$ cat config.mk
export PLATFORM = sky130hd
export DESIGN_NAME = display_scan_decoder_flat
export DESIGN_NICKNAME = d
export VERILOG_FILES = /design/src/rtl/display_scan_if.sv /design/src/rtl/display_scan_decoder.sv /design/src/flat_wrapper.sv
export SDC_FILE = /design/constraint.sdc
export NUM_CORES = 1
export LEC_CHECK = 0
export CAP_MARGIN = 40
export CELL_PAD_IN_SITES_DETAIL_PLACEMENT = 0
export CELL_PAD_IN_SITES_GLOBAL_PLACEMENT = 1
export CORE_MARGIN = 2
export CORE_UTILIZATION = 39
export CTS_CLUSTER_SIZE = 10
export DETAILED_ROUTE_END_ITERATION = 16
export GPL_ROUTABILITY_DRIVEN = 0
export PLACE_DENSITY_LB_ADDON = 0.1
export RECOVER_POWER = 50
export SYNTH_ARGS = -nofsm -noshare
export SYNTH_HDL_FRONTEND = slang
export SYNTH_SLANG_ARGS = --single-unit
export TNS_END_PERCENT = 100
$ cat constraint.sdc
create_clock -name clk -period 3.5 [get_ports clk]
set_clock_uncertainty 0.2 [all_clocks]
set_input_delay 0.875 -clock clk [delete_from_list [all_inputs] [get_ports clk]]
set_output_delay 0.875 -clock clk [all_outputs]
set_load 0.01 [all_outputs]
$ cat src/rtl/display_scan_if.sv
// Bundle between a time/alarm source and the 4-digit scan decoder:
// display content in, multiplexed pin drive and scan status out.
interface display_scan_if;
  logic        enable;
  logic [15:0] digits_in;
  logic [3:0]  blank_mask;
  logic [3:0]  dp_in;
  logic [3:0]  anode;
  logic [6:0]  seg;
  logic        dp;
  logic [1:0]  digit_idx;
  logic        scan_tick;

  modport master (
    output enable, digits_in, blank_mask, dp_in,
    input  anode, seg, dp, digit_idx, scan_tick
  );

  modport slave (
    input  enable, digits_in, blank_mask, dp_in,
    output anode, seg, dp, digit_idx, scan_tick
  );
endinterface

$ cat src/rtl/display_scan_decoder.sv
// Time-multiplexed 4-digit 7-segment driver: a prescaled 2-bit scan index is
// one-hot decoded to digit enables while the selected BCD nibble drives the segments.
module display_scan_decoder #(
  parameter int SCAN_DIV   = 50000,
  parameter bit ACTIVE_LOW = 1'b1
) (
  input  logic         clk,
  input  logic         reset,
  display_scan_if.slave bus
);

  localparam int              CNT_W   = (SCAN_DIV > 1) ? $clog2(SCAN_DIV) : 1;
  localparam logic [CNT_W-1:0] CNT_MAX = CNT_W'(SCAN_DIV - 1);

  // XOR masks: logical value ^ mask = pin level, and the mask alone is "dark"
  localparam logic [3:0] AN_OFF  = {4{ACTIVE_LOW}};
  localparam logic [6:0] SEG_OFF = {7{ACTIVE_LOW}};
  localparam logic       DP_OFF  = ACTIVE_LOW;

  logic [CNT_W-1:0] r_pre_cnt;
  logic [1:0]       r_digit_idx;
  logic             r_scan_tick;
  logic [3:0]       r_anode;
  logic [6:0]       r_seg;
  logic             r_dp;

  logic             w_wrap;
  logic [3:0]       w_nibble;
  logic             w_blank;
  logic [3:0]       w_anode_log;
  logic [6:0]       w_seg_log;
  logic             w_dp_log;

  function automatic logic [6:0] bcd_to_seg(input logic [3:0] nib);
    case (nib)
      4'd0:    bcd_to_seg = 7'h3F;
      4'd1:    bcd_to_seg = 7'h06;
      4'd2:    bcd_to_seg = 7'h5B;
      4'd3:    bcd_to_seg = 7'h4F;
      4'd4:    bcd_to_seg = 7'h66;
      4'd5:    bcd_to_seg = 7'h6D;
      4'd6:    bcd_to_seg = 7'h7D;
      4'd7:    bcd_to_seg = 7'h07;
      4'd8:    bcd_to_seg = 7'h7F;
      4'd9:    bcd_to_seg = 7'h6F;
      default: bcd_to_seg = 7'h00;
    endcase
  endfunction

  assign w_wrap = (r_pre_cnt == CNT_MAX);

  // NOTE: sequential state uses non-blocking assignments so every register
  // samples pre-edge values regardless of statement order.
  always_ff @(posedge clk) begin
    if (reset) begin
      r_pre_cnt   <= '0;
      r_digit_idx <= '0;
      r_scan_tick <= 1'b0;
    end else if (bus.enable) begin
      if (w_wrap) begin
        r_pre_cnt   <= '0;
        r_scan_tick <= 1'b1;
        r_digit_idx <= r_digit_idx + 2'd1;
      end else begin
        r_pre_cnt   <= r_pre_cnt + CNT_W'(1);
        r_scan_tick <= 1'b0;
      end
    end else begin
      r_scan_tick <= 1'b0;
    end
  end

  // NOTE: every signal gets a value on every path through always_comb, so no
  // latch can be inferred.
  always_comb begin
    w_nibble    = bus.digits_in[{r_digit_idx, 2'b00} +: 4];
    w_blank     = bus.blank_mask[r_digit_idx];
    w_anode_log = (4'b0001 << r_digit_idx) & ~bus.blank_mask;
    w_seg_log   = w_blank ? 7'h00 : bcd_to_seg(w_nibble);
    w_dp_log    = bus.dp_in[r_digit_idx] & ~w_blank;
  end

  // Decode is registered from the pre-edge index, hence the one-cycle lag
  always_ff @(posedge clk) begin
    if (reset || !bus.enable) begin
      r_anode <= AN_OFF;
      r_seg   <= SEG_OFF;
      r_dp    <= DP_OFF;
    end else begin
      r_anode <= w_anode_log ^ AN_OFF;
      r_seg   <= w_seg_log ^ SEG_OFF;
      r_dp    <= w_dp_log ^ DP_OFF;
    end
  end

  assign bus.anode     = r_anode;
  assign bus.seg       = r_seg;
  assign bus.dp        = r_dp;
  assign bus.digit_idx = r_digit_idx;
  assign bus.scan_tick = r_scan_tick;

endmodule

$ cat src/flat_wrapper.sv
// flat-port wrapper written by rule: the top's interface ports become plain ports
module display_scan_decoder_flat 
#(
  parameter int SCAN_DIV   = 50000,
  parameter bit ACTIVE_LOW = 1'b1
)
  (clk, reset, bus_enable, bus_digits_in, bus_blank_mask, bus_dp_in, bus_anode, bus_seg, bus_dp, bus_digit_idx, bus_scan_tick);
  display_scan_if bus_i ();
  input  logic clk;
  input  logic reset;
  input wire logic [$bits(bus_i.enable)-1:0] bus_enable;
  input wire logic [$bits(bus_i.digits_in)-1:0] bus_digits_in;
  input wire logic [$bits(bus_i.blank_mask)-1:0] bus_blank_mask;
  input wire logic [$bits(bus_i.dp_in)-1:0] bus_dp_in;
  output wire logic [$bits(bus_i.anode)-1:0] bus_anode;
  output wire logic [$bits(bus_i.seg)-1:0] bus_seg;
  output wire logic [$bits(bus_i.dp)-1:0] bus_dp;
  output wire logic [$bits(bus_i.digit_idx)-1:0] bus_digit_idx;
  output wire logic [$bits(bus_i.scan_tick)-1:0] bus_scan_tick;
  assign bus_i.enable = bus_enable;
  assign bus_i.digits_in = bus_digits_in;
  assign bus_i.blank_mask = bus_blank_mask;
  assign bus_i.dp_in = bus_dp_in;
  assign bus_anode = bus_i.anode;
  assign bus_seg = bus_i.seg;
  assign bus_dp = bus_i.dp;
  assign bus_digit_idx = bus_i.digit_idx;
  assign bus_scan_tick = bus_i.scan_tick;
  display_scan_decoder #(.SCAN_DIV(SCAN_DIV), .ACTIVE_LOW(ACTIVE_LOW)) u_core (.clk(clk), .reset(reset), .bus(bus_i));
endmodule
# After elaboration in Yosys (flattened, before gate mapping)
# Memories as Yosys holds them, arrays and structs flattened.
# Cells that the tools add are included.
# word_totals
out_inout_bits,15
romBits,112
n_memories,1
elab_cells,32
register_bits,31
in_bits,27
# classes
magnitude_cmp,1
shift,2
reduce_logical,4
bitwise_logic,8
addsub,2
n_mux,7
eq_ne,1
# memory_table
memory,words,width,read_ports,rd_clocked_by_memory_dff,write_ports,line,text
(name not given),16,7,1,0,0,display_scan_decoder.sv:35,case (nib)
# op_table
op,n
16-bit by 1-bit adder with 16-bit output (second input constant),1
16-bit equality test (second input constant),1
16-bit 2-to-1 mux,1
16-bit by 5-bit indexed part select with 4-bit output,1
4-bit inverter,2
7-bit 2-to-1 mux,1
7-bit inverter,1
4-bit bitwise AND,1
1-bit binary-select mux with 2-bit select,2
1-bit by 2-bit << shifter with 4-bit output (first input constant),1
2-bit by 3-bit < comparator with 1-bit output (second input constant),1
1-bit 2-to-1 mux,3
1-bit inverter,3
2-bit by 1-bit adder with 2-bit output (second input constant),1
2-bit AND reduction,1
2-bit OR reduction,1
1-bit bitwise AND,1
1-bit zero test,1
1-bit logical OR,1

# Depth between registers and ports, before layout
# Gate-level depths: netlist (run 1).
# depth
depth_word,5
depth_mapped,7

# Worst setup path before layout (run 1)
# No wires, ideal clock.
# synth_path
kind,input to register
startpoint,input port bus_digits_in[13]
endpoint,"register u_core.r_seg[3], in the netlist u_core.bus.seg[3]"
t_arrival_ns,1.957
t_required_ns,3.226
n_path_buf,0
path_slack_ns,1.268
stages,6
cell_sequence,mux4_2 inv_1 ha_1 inv_1 mux2i_1 o21ai_0
# synth_between
elab_chain_len,4
# synth_rtl
item,line,text
start: declaration,flat_wrapper.sv:12,input wire logic [$bits(bus_i.digits_in)-1:0] bus_digits_in;
16-bit by 5-bit indexed part select with 4-bit output,display_scan_decoder.sv:76,"w_nibble = bus.digits_in[{r_digit_idx, 2'b00} +: 4];"
memory read 16 x 7 bit,n/a,
7-bit 2-to-1 mux,display_scan_decoder.sv:79,w_seg_log = w_blank ? 7'h00 : bcd_to_seg(w_nibble);
7-bit inverter (no source line),n/a,
end signal: assignment,display_scan_decoder.sv:91,r_seg <= w_seg_log ^ SEG_OFF;
end: declaration,display_scan_decoder.sv:24,logic [6:0] r_seg;
# No other way between the ends.
# A chain may end at the register's enable or synchronous reset.

==> results of run 1 <==
==> metal layers <==
metal,vias up,share of wire (%),GRT usage (%)
met1,604,42,21.8
met3,5,4.1,6.33
met4,0,1.8,8.16
met2,25,52,28.7
met5,-,0,0
li1,637,-,-
==> sequential cells by signal, summed over array words and instances (netlist names) <==
name	cells
u_core.bus.anode	4
u_core.bus.digit_idx	2
u_core.bus.dp	1
u_core.bus.scan_tick	1
u_core.bus.seg	7
u_core.r_pre_cnt	16
==> cells in the final DEF (no fill, tap or decap) <==
| master | instances |
|---|---|
| nor2b_1 | 2 |
| nor2_1 | 20 |
| xnor2_1 | 9 |
| xor2_1 | 6 |
| and4_1 | 4 |
| and2_1 | 1 |
| clkinv_2 | 1 |
| dfxtp_1 | 31 |
| o21ai_0 | 5 |
| o31ai_1 | 1 |
| or3_1 | 2 |
| or2_0 | 1 |
| nand4_1 | 9 |
| mux4_1 | 1 |
| nor3_1 | 2 |
| mux4_2 | 5 |
| nor4bb_1 | 2 |
| clkbuf_8 | 6 |
| nor4b_1 | 1 |
| nor3b_1 | 2 |
| nand3b_1 | 4 |
| o21ai_1 | 3 |
| nor4_1 | 1 |
| dlygate4sd3_1 | 14 |
| clkdlybuf4s50_1 | 27 |
| inv_1 | 6 |
| a21oi_1 | 4 |
| mux2i_1 | 4 |
| nand2_1 | 9 |
| nand2b_1 | 1 |
| nand3_1 | 3 |
| ha_1 | 10 |
| and3_1 | 2 |
==> tightest hold or removal path, cell delays in order, from the launching register on <==
cell and delay, ns:
dfxtp_1 0.32, o21ai_0 0.07, a21oi_1 0.06
==> report_power, final <==
group	internal, uW	switching, uW	leakage, uW
Clock	154	130	0.0000470
Combinational	45.2	27.1	0.000430
Sequential	359	2.96	0.000251
==> area by class of cell <==
cell class	instances	area share (%)
Multi-Input combinational cell	114	41.8
Sequential cell	31	30.0
Timing Repair Buffer	41	19.8
Clock buffer	6	3.99
Tap cell	50	3.02
Inverter	6	1.09
Clock inverter	1	0.242
==> metrics by stage <==
step	power, uW	hold slack (ns)
after floorplan	405	0.253
after global placement	441	0.268
after detailed placement	444	0.290
after CTS	726	0.301
after global routing	754	0.345
final	718	0.295
==> logic make-up after synthesis <==
group / synth area share (%)
DFF: 39.6
xor gates and xnor gates: 8.39
AOI/OAI and AO/OA: 4.31
adders and majority gates: 7.99
muxes: 11.4
buffers and inverters: 5.19
and+or+nand+nor: 23.1
==> worst max-delay path by stage <==
stage	from	to	slack (ns)	cells past startpoint
3_3_place_gp	bus_enable	u_core.bus.seg[0]	0.64	5
2_1_floorplan	bus_digits_in[13]	u_core.bus.seg[3]	1.27	6
6_report	bus_enable	u_core.r_pre_cnt[14]	0.83	5
4_1_cts	u_core.bus.digit_idx[0]	bus_digit_idx[0]	0.83	1
3_5_place_dp	bus_enable	u_core.bus.seg[3]	0.58	5
5_1_grt	bus_enable	u_core.r_pre_cnt[0]	0.62	5
==> summary.md, run 1 <==
| Metric | Value |
|---|---|
| Status | `completed` |
| CTS tree | `done` |
| Post-synthesis net count | `196` |
| Largest net degree at the start of global routing | `16` |
| R2r worst-path depth | `6` |
| Type of the worst min-delay path | `register to register` |
| Worst path buffer plus inverter count | `1` |
| Core box area | `between 3000 and 4000 sq um` |
| Maximum VDD drop | `roughly 0.17 mV` |
| Worst EP required | `3.45 ns` |
| Share of the synthesized area in the top cell type | `39.6%` |
| Reg-to-reg slack, setup | `roughly 1.3 ns` |
| # setup viols final | `0` |
| Yosys reg bits | `31` |
| DIE AREA | `between 4000 and 5000 sq um` |
| Crit path DAT | `2.62 ns` |
| Pre-antenna DRT Iters | `4` |
| Post-DP Area | `slightly below 2000 sq um` |
| Hold endpoint | `u_core.r_pre_cnt[15]` |
| Antenna Nets Post-Route | `0` |
| Post-synth top cells | `dfxtp_1, nor2_1, ha_1` |
| Layout cells sized above 1 | `slightly above 6%` |
| Post-CTS setup buffers | `0` |
| Via count | `between 1000 and 1500` |
| Clock root cell | `clkbuf_8` |
| WHS Path Cells | `2` |
| Routed len/inst | `around 13 um` |
| Initial Util | `roughly two fifths` |
| Number of DRC markers in iteration 0 | `85` |
| Final HPWL DP | `~2.6 mm` |
| Setup TNS | `0 ns` |
| Fin. Hold Viols | `0` |
| Ranking of synthesized cells by area | `dfxtp_1, ha_1, mux4_2, xnor2_1, nor2_1` |
| Crit start category | `input pin` |
| Worst setup EP type | `register` |
| H-tree Lvls | `2` |
| Cts hold-fix bufs | `0` |
| Slew margin rel. | `~62%` |
| Post-route DRC | `0` |
| Dpl ws | `0.584 ns` |
| Fin cells | `between 200 and 250` |
| Number of synthesized flops with an enable pin | `0` |
| Worst slew pin tran | `0.567 ns` |
| Kind of cell adding the most delay to the critical path | `simple AND/OR/NAND/NOR gates` |
| Worst R2R Start | `u_core.bus.digit_idx[0]` |
| Peak Freq | `0.374 GHz` |
| Final Max Slew Viols | `0` |
| Die X | `between 60 and 70 um` |
| Die Y | `67.4 um` |
| Register area | `a little over 600 sq um` |
| Antenna diodes | `0` |
| Clock Latency Late Sink | `0.28 ns` |
| # resized after CTS | `0` |
| Layout area overhead | `32.0%` |
| Leakage power | `0.000728 uW` |
| Worst R2R End | `u_core.bus.seg[3]` |
| Max incr delay on CP | `0.68 ns` |
| Num CTS Buffers | `5` |
| CP max FO | `15` |
| Sequential share of the synthesized area | `39.6%` |
| Fillers | `between 300 and 400` |
| All-Layer GR Usage | `18.0%` |
| Crit-path slowest cell | `dlygate4sd3_1` |
| Max_cap viols | `0` |
| Vias in the first global route | `1269` |
| Net count, final | `about 240` |
| Final Util | `between 50% and 60%` |
| Synth cell types | `31` |
| Hold wc startpoint | `u_core.r_pre_cnt[15]` |
| Initial antenna violation count | `0` |
| Post-Syn Instances | `around 160` |
| Fin crit period | `about 2.7 ns` |
| Clock-pin slew on the worst setup and hold paths | `approximately 0.060 ns` |
| Num ports | `42` |
| Synthesized cell area | `roughly 1600 sq um` |
| Async set or reset register ratio after synthesis | `0%` |
| Pwr/cell area | `between 300 and 400 nW/um^2` |
| Top-count cell post-synth | `dfxtp_1` |
| Mean post-synth cell area | `9.85 sq um` |
| Area taken by multi-input logic gates | `865 sq um` |
| Grt ovf | `0` |
| Top_reg_cell synth | `dfxtp_1` |
| CP cell instances | `dlygate4sd3_1, and4_1, nand4_1, nand2b_1, nor2_1` |
| CTS Buffer Depth | `2` |
| Period utilization | `between 70 and 80%` |
| IO Port Bufs | `41` |
| Placed cell count | `between 200 and 250` |
| Min setup slack post-route | `roughly 0.83 ns` |
| Synth Warn # | `0` |
| Cell area after layout | `slightly above 2000 sq um` |
| FP Rows | `23` |
| Unrepaired setup endpoints after global routing | `no` |
| Routed wire length | `approximately 3.3 mm` |
| First-pass GRT wire length | `approximately 6.0 mm` |
| Dominant cell type by area after synthesis | `dfxtp_1` |
| Crit path kind | `input pin to register` |
| Clk sink count | `31` |
| Vias/cell | `5.10` |
(Power assumes the default switching activity.)
==> run 2: changes to the inputs <==
--- a/config.mk
+++ b/config.mk
@@ -9,7 +9,7 @@
 export CELL_PAD_IN_SITES_DETAIL_PLACEMENT = 0
 export CELL_PAD_IN_SITES_GLOBAL_PLACEMENT = 1
 export CORE_MARGIN = 2
-export CORE_UTILIZATION = 39
+export CORE_UTILIZATION = 36
 export CTS_CLUSTER_SIZE = 10
 export DETAILED_ROUTE_END_ITERATION = 16
 export GPL_ROUTABILITY_DRIVEN = 0
==> constraint.sdc (replaced) <==
create_clock -name clk -period 2.7 [get_ports clk]
set_clock_uncertainty 0.2 [all_clocks]
set_input_delay 0.675 -clock clk [delete_from_list [all_inputs] [get_ports clk]]
set_output_delay 0.675 -clock clk [all_outputs]
set_load 0.01 [all_outputs]
==> summary.md, run 2 (synthesis results as in run 1) <==
| Metric | Value |
|---|---|
| Most common cell after layout, fill and taps aside | `dfxtp_1 (unchanged)` |
| Most frequent cells in the layout | `dfxtp_1, clkdlybuf4s50_1, nor2_1, dlygate4sd3_1, ha_1 (unchanged)` |
| CTS Buffer Depth | `2 (unchanged)` |
| R2r worst-path depth | `6 (unchanged)` |
| Max_cap viols | `0 (unchanged)` |
| Layout cells sized above 1 | `8.17% (was 6.03%)` |
| Status | `completed (unchanged)` |
| Number of DRC markers in iteration 0 | `72 (was 85)` |
| Max FFs per register | `16 (unchanged)` |
| Largest net degree at the start of global routing | `16 (unchanged)` |
| Biggest register | `u_core.r_pre_cnt (unchanged)` |
| Die X | `70.0 um (was 67.4 um)` |
| Routed len/inst | `12.8 um (was 13.3 um)` |
| # resized after CTS | `0 (unchanged)` |
| Vias/cell | `4.97 (was 5.10)` |
| Dpl ws | `0.154 ns (was 0.584 ns)` |
| Unrepaired setup endpoints after global routing | `no (unchanged)` |
| Slew margin rel. | `69.4% (was 61.7%)` |
| Fin crit period | `2.32 ns` |
| Period utilization | `about 86%` |
| Pre-antenna DRT Iters | `4 (unchanged)` |
| FP Rows | `23 (unchanged)` |
| Min setup slack post-route | `0.382 ns (was 0.825 ns)` |
| Antenna Nets Post-Route | `0 (unchanged)` |
| Vias in the first global route | `1276 (was 1269)` |
| Tightest hold margin | `0.287 ns (was 0.295 ns)` |
| Peak Freq | `approximately 0.43 GHz` |
| Leakage power | `0.000772 uW (was 0.000728 uW)` |
| Num CTS Buffers | `5 (unchanged)` |
| Clock Latency Late Sink | `0.28 ns (about the same)` |
| Final Util | `52.8% (was 52.5%)` |
| CP max FO | `8 (was 15)` |
| DIE AREA | `4900 sq um (was 4540 sq um)` |
| Max incr delay on CP | `0.70 ns (was 0.68 ns)` |
| Type of the worst min-delay path | `register to register (unchanged)` |
| All-Layer GR Usage | `14.7% (was 18.0%)` |
| Worst path buffer plus inverter count | `1 (unchanged)` |
| Num ports | `42 (unchanged)` |
| Clk sink count | `31 (unchanged)` |
| Final Max Slew Viols | `0 (unchanged)` |
| Crit path DAT | `2.33 ns (was 2.62 ns)` |
| Fillers | `385 (was 374)` |
| Core box area | `4090 sq um (was 3940 sq um)` |
| Pwr/cell area | `480 nW/um^2 (was 347 nW/um^2)` |
| Net count, final | `244 (was 236)` |
| Setup TNS | `0 ns (unchanged)` |
| Cts hold-fix bufs | `0 (unchanged)` |
| IO Port Bufs | `41 (unchanged)` |
| Initial antenna violation count | `0 (unchanged)` |
| Worst setup EP type | `register (unchanged)` |
| Grt ovf | `0 (unchanged)` |
| WHS Path Cells | `2 (unchanged)` |
| Clock-pin slew on the worst setup and hold paths | `0.07 ns (was 0.06 ns)` |
| Maximum VDD drop | `0.257 mV (was 0.168 mV)` |
| Crit start category | `input pin (unchanged)` |
| Routed wire length | `3.29 mm (was 3.31 mm)` |
| Antenna diodes | `0 (unchanged)` |
| Final HPWL DP | `2.63 mm (was 2.55 mm)` |
| CP cell instances | `dlygate4sd3_1, and4_1, nand3_1, or3_1, a21oi_1 (was dlygate4sd3_1, and4_1, nand4_1, nand2b_1, nor2_1)` |
| Crit-path slowest cell | `dlygate4sd3_1 (unchanged)` |
| Fin. Hold Viols | `0 (unchanged)` |
| Via count | `1282 (was 1271)` |
| Post-route DRC | `0 (unchanged)` |
| Crit path kind | `input pin to register (unchanged)` |
| WP depth | `5 (unchanged)` |
| Layout area overhead | `37.6% (was 32.0%)` |
| Worst slew pin tran | `0.453 ns (was 0.567 ns)` |
| Post-CTS setup buffers | `0 (unchanged)` |
| Final Total Pwr | `1040 uW (was 718 uW)` |
| # setup viols final | `0 (unchanged)` |
| Initial Util | `38.3% (was 39.7%)` |
| CTS tree | `done (unchanged)` |
| Worst EP required | `2.72 ns (was 3.45 ns)` |
| Die Y | `70.0 um (was 67.4 um)` |
| Clock root cell | `clkbuf_8 (unchanged)` |
| Kind of cell adding the most delay to the critical path | `simple AND/OR/NAND/NOR gates (unchanged)` |
| First-pass GRT wire length | `5.68 mm (was 5.95 mm)` |
| H-tree Lvls | `2 (unchanged)` |
-- run 2: cell count changes in the layout (fill, tap and decap cells not counted) --
cell	before	now
buf_12	0	1
buf_4	0	3
bufinv_16	0	1
clkbuf_1	0	4
o21ai_0	5	4
o21ai_1	3	4
-- run 2: worst paths after layout --
path                          endpoint                     from  slack [ns]
setup reg to reg     u_core.bus.seg[4]  u_core.bus.digit_idx[0]        0.65
hold / removal    u_core.r_pre_cnt[15]     u_core.r_pre_cnt[15]        0.29
hold reg to reg   u_core.r_pre_cnt[15]     u_core.r_pre_cnt[15]        0.29
setup / recovery  u_core.r_pre_cnt[15]               bus_enable        0.38
-- run 2: worst register-to-register path, cell delays in order (launching register included) --
cell and delay, ns:
dfxtp_1 0.53, mux4_2 0.61, inv_1 0.12, ha_1 0.14, inv_1 0.05, nor3b_1 0.20
o21ai_1 0.09
-- run 2: per-stage QoR --
stage          std cells  instance area (sq um)
2_1_floorplan        159                   1570
3_3_place_gp         250                   2050
3_5_place_dp         250                   2050
4_1_cts              258                   2170
5_1_grt              258                   2160
6_report             258                   2160
-- run 2: final cells by class --
cell class | instances | area [sq um] | share of cell area (%)
multi-input cells | 114 | 865 | 40.1
flip-flops and latches | 31 | 621 | 28.8
repair buffers | 49 | 468 | 21.7
clock buffers | 6 | 82.6 | 3.83
well taps | 50 | 62.6 | 2.90
clock inverters | 2 | 35.0 | 1.63
inverters | 6 | 22.5 | 1.04
-- run 2: power by group --
part	internal (uW)	switching [uW]	leakage (uW)
clock network	298	170	0.0000612
logic	62.8	36.4	0.000460
registers	465	3.41	0.000251
total	826	209	0.000772
-- run 2: per-layer routing --
layer,vias up,track usage (%),part of all wire (%)
li1,656,-,-
met1,586,17.5,45
met2,33,24.7,49
met3,7,3.90,4.3
met4,0,6.41,1.9
met5,-,0,0
